`config.mk`:
```
export PLATFORM = sky130hd
export DESIGN_NAME = iq_ser_reader
export DESIGN_NICKNAME = d
export VERILOG_FILES = /design/src/rtl/iq_ser_reader.sv
export SDC_FILE = /design/constraint.sdc
export NUM_CORES = 1
export LEC_CHECK = 0
export CORE_MARGIN = 5
export CORE_UTILIZATION = 63
export CTS_BUF_LIST = sky130_fd_sc_hd__clkbuf_4 sky130_fd_sc_hd__clkbuf_8
export CTS_CLUSTER_DIAMETER = 100
export DETAILED_ROUTE_END_ITERATION = 10
export PLACE_DENSITY = 0.88
export SYNTH_ARGS = -nofsm -noshare
export SYNTH_HDL_FRONTEND = slang
export SYNTH_SLANG_ARGS = --single-unit
```
`constraint.sdc`:
```
create_clock -name clk -period 9.7 [get_ports clk]
set_input_delay 1.94 -clock clk [delete_from_list [all_inputs] [get_ports clk]]
set_output_delay 1.94 -clock clk [all_outputs]
set_load 0.03 [all_outputs]
```
`src/rtl/iq_ser_reader.sv`:
```
// Serial IQ readout receiver: shifts one channel's 84-bit accumulator register in,
// then presents a status word and six sign-extended accumulators over valid/ready.
module iq_ser_reader #(
    parameter int NCH = 12,
    parameter int W   = 14,
    parameter int NF  = 6,
    parameter int CW  = 4
) (
    input  logic           clk,
    input  logic           rst,
    input  logic           start,
    input  logic [CW-1:0]  chan,
    output logic           busy,
    output logic           cmd_err,
    input  logic [NCH-1:0] epoch,
    input  logic [NCH-1:0] sout,
    output logic [NCH-1:0] shift,
    output logic [15:0]    rd_data,
    output logic           rd_valid,
    input  logic           rd_ready,
    output logic [NCH-1:0] fresh
);

    localparam int NB = NF * W;
    localparam int BW = $clog2(NB + 1);
    localparam int IW = $clog2(NF + 1);

    localparam logic [1:0] IDLE  = 2'd0;
    localparam logic [1:0] SHIFT = 2'd1;
    localparam logic [1:0] OUT   = 2'd2;

    logic [1:0]     state;
    logic [CW-1:0]  sel;
    logic [NB-1:0]  cap;
    logic [BW-1:0]  bit_cnt;
    logic [IW-1:0]  idx;
    logic [NCH-1:0] missed;
    logic           fresh_snap;
    logic           missed_snap;
    logic           overrun;
    logic           accept;

    function automatic logic [15:0] sext(input logic [W-1:0] f);
        return {{(16 - W){f[W-1]}}, f};
    endfunction

    assign accept   = start && (state == IDLE) && ({1'b0, chan} < (CW + 1)'(NCH));
    assign busy     = (state != IDLE);
    assign rd_valid = (state == OUT);

    // Strobe decoded from registered state so an async reset removes it at once.
    always_comb begin
        shift = '0;
        if (state == SHIFT)
            shift[sel] = 1'b1;
    end

    always_comb begin
        rd_data = '0;
        if (state == OUT) begin
            if (idx == '0)
                rd_data = {fresh_snap, missed_snap, overrun, 5'b0, 8'(sel)};
            for (int k = 1; k <= NF; k++)
                if (idx == IW'(k))
                    rd_data = sext(cap[NB - 1 - W * (k - 1) -: W]);
        end
    end

    // Epoch tracking runs in every state; a set beats a same-cycle clear.
    always_ff @(posedge clk or posedge rst) begin
        if (rst) begin
            fresh  <= '0;
            missed <= '0;
        end else begin
            for (int c = 0; c < NCH; c++) begin
                if (epoch[c])
                    fresh[c] <= 1'b1;
                else if (accept && chan == CW'(c))
                    fresh[c] <= 1'b0;
                if (epoch[c] && fresh[c])
                    missed[c] <= 1'b1;
                else if (accept && chan == CW'(c))
                    missed[c] <= 1'b0;
            end
        end
    end

    always_ff @(posedge clk or posedge rst) begin
        if (rst) begin
            state       <= IDLE;
            sel         <= '0;
            cap         <= '0;
            bit_cnt     <= '0;
            idx         <= '0;
            fresh_snap  <= 1'b0;
            missed_snap <= 1'b0;
            overrun     <= 1'b0;
            cmd_err     <= 1'b0;
        end else begin
            cmd_err <= start && !accept;
            case (state)
                IDLE: begin
                    if (accept) begin
                        sel         <= chan;
                        fresh_snap  <= fresh[chan];
                        missed_snap <= missed[chan];
                        overrun     <= epoch[chan];
                        bit_cnt     <= '0;
                        state       <= SHIFT;
                    end
                end
                SHIFT: begin
                    cap     <= {cap[NB-2:0], sout[sel]};
                    overrun <= overrun | epoch[sel];
                    if (bit_cnt == BW'(NB - 1)) begin
                        bit_cnt <= '0;
                        idx     <= '0;
                        state   <= OUT;
                    end else begin
                        bit_cnt <= bit_cnt + 1'b1;
                    end
                end
                OUT: begin
                    if (rd_ready) begin
                        if (idx == IW'(NF)) begin
                            idx   <= '0;
                            state <= IDLE;
                        end else begin
                            idx <= idx + 1'b1;
                        end
                    end
                end
                default: state <= IDLE;
            endcase
        end
    end

endmodule
```
==> results of run 1 <==
-- power groups by stage --
stage	sequential (W)	clock, W	combinational, W
floorplan	0.000692	0	0.000542
global placement	0.000765	0	0.000599
detailed placement	0.000772	0	0.000619
CTS	0.000764	0.000477	0.000625
global route	0.000783	0.000505	0.000689
finish	0.000766	0.000474	0.000627
-- stage by stage --
| step | total power [W] | util | hold slack (ns) | setup WS [ns] | cells |
|---|---|---|---|---|---|
| floorplan | 0.001234 | - | 0.4529 | 4.347 | 690 |
| global placement | 0.001363 | 0.7054 | 0.4776 | 4.194 | 858 |
| detailed placement | 0.001391 | 0.7054 | 0.4783 | 3.959 | 858 |
| CTS | 0.001866 | 0.7452 | 0.4899 | 3.484 | 889 |
| global route | 0.001977 | 0.7452 | 0.5152 | 3.276 | 889 |
| finish | 0.001867 | 0.7452 | 0.4916 | 3.479 | 889 |
-- sequential cells by signal (all words and copies together), names as in the netlist, 2 cells and up --
name and count:
missed 12, sel 4, idx 3, cap 84, state 2, bit_cnt 7, fresh 12
-- cell usage after synthesis, types with 8 or more instances --
cell type / n
o31ai_1: 9
nor2b_1: 8
nand2_1: 276
a21oi_1: 8
o21ai_0: 14
buf_2: 19
a21o_1: 18
nor2_1: 23
dfrtp_1: 128
clkbuf_1: 16
a221oi_1: 8
a31oi_1: 8
mux4_2: 11
a22o_1: 25
mux2i_1: 11
a22oi_1: 13
-- per-layer routing --
layer,vias to the layer above,part of all wire,wire (microns)
li1,2477,-,-
met1,2723,0.41,6939
met2,271,0.47,8023
met3,50,0.090,1519
met4,0,0.028,481
met5,-,0,0
-- final cells by class --
class,instances,share of cell area
sequential,128,0.4240
tap,136,0.02252
inverter,8,0.004306
clock inverter,7,0.01457
multi-input combinational,509,0.3948
clock buffer,24,0.03875
timing repair buffer,77,0.1010
-- cell families after synthesis --
logic type,Yosys count,synth area share
xor gates and xnor gates,1,0.001357
AOI/OAI and AO/OA,127,0.1485
adders and majority gates,2,0.003876
DFF,128,0.4962
muxes,31,0.08044
buffers and inverters,53,0.04323
and+or+nand+nor,348,0.2264
-- worst max path at each step --
| stage | endpoint | slack (ns) | depth (start not counted) |
|---|---|---|---|
| after detailed placement | rd_data[3] | 3.96 | 7 |
| final | rd_data[3] | 3.48 | 7 |
| after floorplan | bit_cnt[0]$_DFFE_PP0P_ | 4.35 | 1 |
| after global placement | rd_data[3] | 4.19 | 7 |
| after global routing | rd_data[3] | 3.28 | 7 |
| after CTS | rd_data[3] | 3.48 | 7 |
-- worst max-delay path, stage by stage (launching register included) --
cell and delay, ns:
dfrtp_1 0.71, and2_1 0.35, ha_1 0.39, nor2_1 0.87, a31oi_1 0.21, o221a_2 0.29, o32ai_1 0.29, clkdlybuf4s50_1 0.72
==> out/results.txt, run 1 <==
run status - finished clean
port bufs - 74
most common cell after layout, fill and taps aside - nand2_1
maximum number of pins on one net before global-route repair - 91
CTS tree - built
Seq/Total Area, Yosys - 0.4962
first-pass GRT wire length - 28.06 mm
crit start category - flip-flop
area of the multi-input gates - 2983 sq um
synthesized area - 6455 sq um
Worst-Skew Late Latency - 0.45 ns
Resize count post-CTS - 0
FP Rows - 37
Worst Hold Endpoint - cap[27]$_DFFE_PP0P_
initial antenna violation count - 0
CTS H-tree depth - 4
Worst Tran Pin Value - 1.168 ns
R2R Path Start - state[0]$_DFFE_PP0P_
Arr. time, crit path - 4.28 ns
met3 Usage GRT - 0.08679
# diodes - 0
ys flop type - dfrtp_1
CP required - 7.76 ns
growth of design area from synthesis to finish - 17.04%
FMAX - 0.1608 GHz
gpl congestion - 0.9849
Detailed Place HPWL - 11.77 mm
Routed WL - 16.96 mm
Final Cycle Share - 0.6413
die area - 12,370 sq um
Max-Cap Viols - 0
worst vdd ir - 150.1 uV
hold path start - cap[26]$_DFFE_PP0P_
DIE WIDTH - 111.2 microns
synthesized area per cell - 9.355 sq um
via count - 5,521
Nets - 775
Worst Setup SP - idx[0]$_DFFE_PP0P_
Netlist cell types - 55
number of fill cells - 695
unrepaired setup endpoints after global routing - false
Worst Hold Depth - 2
Global Route Usage Sum - 0.2839
async set-or-reset flop fraction in the synthesized netlist - 1.000
critical path type - flip-flop to output port
Remaining DRCs - 0
Clock Skew - 0.01003 ns
post-CTS setup buffers - 0
Max-slew headroom - 0.2198
vias in the first global route - 5,497
Worst Setup End Kind - output port
clock sink total - 128
max-slew violation count - 0
area leader, netlist - dfrtp_1
r2r endpoint - idx[2]$_DFFE_PP0P_
Pint - 0.001136 W
number of synthesized flops with an enable pin - 0
Initial Util - 0.6367
Combinational Power Share - 0.336
pwr dens - 247.1 nW/um^2
Routed Antenna Nets - 0
Hold-fix buffers, CTS - 0
clock buffer count from CTS - 17
gr ovfl total - 0
grt met1 use - 0.3676
Fin Setup TNS - 0 ns
synthesized instance count - 690
Post-DP Area - 7152 sq um
CTS Buffer Depth - 2
DR vias/cell - 6.210
DRT iter0 DRCs - 579
# setup viols final - 0
clock root buffer - clkbuf_8
share of power burned in registers - 0.410
P_sw - 0.0007305 W
final hold vios - 0
Worst R2R Setup Slack - 7.18 ns
#FFs+latches synth - 128
busiest grt layer - met2
switch share - 0.3913
Die Ht - 111.2 microns
most frequent cells in the layout - nand2_1 (276), dfrtp_1 (128), clkdlybuf4s50_1 (74), a22o_1 (25), nor2_1 (23)
Seq. cell area - 3203 sq um
share of layout cells above drive strength 1 - 0.09296
Clk pwr share - 0.254
DRT Pass-1 Iters - 6
critical path fanouts, max - 24
Top Ports - 75
clock slew at reported path FFs - 0.07 ns
met2 Use GR - 0.4479
Leakage - 3.510 nW
WL/cell - 19.08 microns
FF-to-FF path depth - 5
final instance area - 7555 sq um
post-synth top area share - 0.4962
hold crit path type - flip-flop to flip-flop
fin crit period - 6.221 ns
syn nets - 724
Core Box Area - 10,140 sq um
Yosys Warn Count - 0
synth top area cells - dfrtp_1 (50%), nand2_1 (16%), mux4_2 (3.8%)
Power figures use the tool's default switching activity.
==> run 2: changes to the inputs <==
--- a/config.mk
+++ b/config.mk
@@ -6,11 +6,11 @@
 export NUM_CORES = 1
 export LEC_CHECK = 0
 export CORE_MARGIN = 5
-export CORE_UTILIZATION = 63
+export CORE_UTILIZATION = 53
 export CTS_BUF_LIST = sky130_fd_sc_hd__clkbuf_4 sky130_fd_sc_hd__clkbuf_8
 export CTS_CLUSTER_DIAMETER = 100
 export DETAILED_ROUTE_END_ITERATION = 10
-export PLACE_DENSITY = 0.88
+export PLACE_DENSITY = 0.79
 export SYNTH_ARGS = -nofsm -noshare
 export SYNTH_HDL_FRONTEND = slang
 export SYNTH_SLANG_ARGS = --single-unit
==> constraint.sdc (replaced) <==
create_clock -name clk -period 5.2 [get_ports clk]
set_input_delay 1.04 -clock clk [delete_from_list [all_inputs] [get_ports clk]]
set_output_delay 1.04 -clock clk [all_outputs]
set_load 0.03 [all_outputs]
==> out/results.txt, run 2 (synthesis results as in run 1) <==
Resize count post-CTS - 0
Combinational Power Share - 0.357
Remaining DRCs - 0
Worst Hold Endpoint - missed[1]$_DFFE_PP0P_
Worst R2R Setup Slack - 2.72 ns
fin crit period - 4.584 ns
DRT iter0 DRCs - 434
Initial Util - 0.5396
Hold-fix buffers, CTS - 0
max-slew violation count - 0
largest register by flop count - cap
clock buffer count from CTS - 17
growth of design area from synthesis to finish - 17.15%
Routed Antenna Nets - 0
Pint - 0.002029 W
FF-to-FF path depth - 5
DR vias/cell - 5.926
hold path start - missed[1]$_DFFE_PP0P_
Die Ht - 120.4 microns
switch share - 0.4031
slowest CP cell - clkdlybuf4s50_1
gpl congestion - 0.9579
Routed WL - 15.92 mm
critical path type - flip-flop to output port
number of fill cells - 1,025
CTS H-tree depth - 4
critical path fanouts, max - 20
Nets - 779
r2r endpoint - idx[2]$_DFFE_PP0P_
Fin Setup TNS - 0 ns
Leakage - 3.498 nW
WHS - 0.4963 ns
clock slew at reported path FFs - 0.07 ns
Worst Setup End Kind - output port
initial antenna violation count - 0
Core Box Area - 11,960 sq um
port bufs - 74
R2R Path Start - state[0]$_DFFE_PP0P_
pwr dens - 449.4 nW/um^2
Worst-Skew Late Latency - 0.45 ns
die area - 14,490 sq um
Global Route Usage Sum - 0.2313
run status - finished clean
vias in the first global route - 5,441
Top Ports - 75
WL/cell - 17.59 microns
clock root buffer - clkbuf_8
post-CTS setup buffers - 0
# setup viols final - 0
Detailed Place HPWL - 11.19 mm
maximum number of pins on one net before global-route repair - 90
gr ovfl total - 0
most frequent cells in the layout - nand2_1 (276), dfrtp_1 (128), clkdlybuf4s50_1 (74), a22o_1 (25), nor2_1 (23)
CP peak stage delay - 0.73 ns
Max-slew headroom - 0.4059
hold crit path type - flip-flop to flip-flop
via count - 5,363
FMAX - 0.2182 GHz
Final Cycle Share - 0.8815
share of layout cells above drive strength 1 - 0.09894
DRT Pass-1 Iters - 5
share of power burned in registers - 0.410
Largest regs - cap: 84 flops, fresh: 12 flops, missed: 12 flops
area of the multi-input gates - 2983 sq um
Clk pwr share - 0.234
worst vdd ir - 311.0 uV
Clock Skew - 0.01026 ns
final hold vios - 0
first-pass GRT wire length - 26.77 mm
# diodes - 0
number of flip-flops in the largest register - 84
CTS tree - built
DIE WIDTH - 120.4 microns
FP Rows - 40
P_sw - 0.001370 W
Worst Tran Pin Value - 0.8912 ns
Seq. cell area - 3203 sq um
crit start category - flip-flop
Max-Cap Viols - 0
CP cell instances - and2_1, ha_1, nor2_1, a31oi_1, o221a_2, o32ai_1, clkdlybuf4s50_1
CP required - 4.16 ns
Arr. time, crit path - 3.54 ns
CTS Buffer Depth - 2
Worst Hold Depth - 1
most common cell after layout, fill and taps aside - nand2_1
clock sink total - 128
unrepaired setup endpoints after global routing - false
[run 2: cell types whose count changed in the layout (fill, tap and decap cells not counted)]
| cell | before | now |
|---|---|---|
| clkbuf_8 | 18 | 19 |
| clkbuf_4 | 6 | 2 |
| clkinv_2 | 4 | 6 |
| buf_4 | 3 | 7 |
| clkinvlp_4 | 0 | 4 |
| bufinv_16 | 3 | 1 |
[run 2: through the flow]
stage | total power (W) | cell area (sq um) | util | setup WS (ns) | instances
floorplan | 0.002303 | 6455 | - | 0.7474 | 690
detailed placement | 0.002612 | 7196 | 0.6016 | 1.122 | 873
global placement | 0.002562 | 7196 | 0.6016 | 1.255 | 873
CTS | 0.003405 | 7562 | 0.6322 | 0.6306 | 905
finish | 0.003399 | 7562 | 0.6322 | 0.6164 | 905
global route | 0.003607 | 7562 | 0.6322 | 0.4244 | 905
[run 2: critical path, delay by kind of cell, from the launching register on]
family | cells | cell delay [ns]
fa+ha+maj | 1 | 0.39
flops | 1 | 0.61
compound gates | 3 | 0.74
simple gates | 2 | 0.63
buf+inv | 1 | 0.73
[run 2: worst max-delay path by stage]
stage | from | end | slack (ns) | depth (start not counted)
floorplan | rst | bit_cnt[0]$_DFFE_PP0P_ | 0.75 | 1
global placement | idx[1]$_DFFE_PP0P_ | rd_data[3] | 1.25 | 6
detailed placement | idx[1]$_DFFE_PP0P_ | rd_data[0] | 1.12 | 7
CTS | idx[1]$_DFFE_PP0P_ | rd_data[0] | 0.63 | 7
global route | idx[1]$_DFFE_PP0P_ | rd_data[0] | 0.42 | 7
finish | idx[1]$_DFFE_PP0P_ | rd_data[2] | 0.62 | 7
[run 2: power by group through the flow]
stage | logic (W) | registers [W] | clock network, W
floorplan | 0.00101 | 0.00129 | 0
global placement | 0.00117 | 0.00140 | 0
detailed placement | 0.00121 | 0.00141 | 0
CTS | 0.00121 | 0.00139 | 0.000805
global route | 0.00133 | 0.00142 | 0.000858
finish | 0.00121 | 0.00139 | 0.000794
[run 2: routing by layer]
metal  share of wire  track usage  vias up
met3           0.081      0.07764       21
li1                -            -     2492
met5               0            0        -
met1            0.41       0.2872     2629
met2            0.49       0.3818      221
met4           0.016      0.07578        0
[run 2: area by class of cell]
class	count	share of cell area
clock buffers	21	0.03657
inverters	8	0.004302
multi-input cells	509	0.3944
clock inverters	11	0.01191
well taps	147	0.02432
repair buffers	81	0.1049
flip-flops and latches	128	0.4236
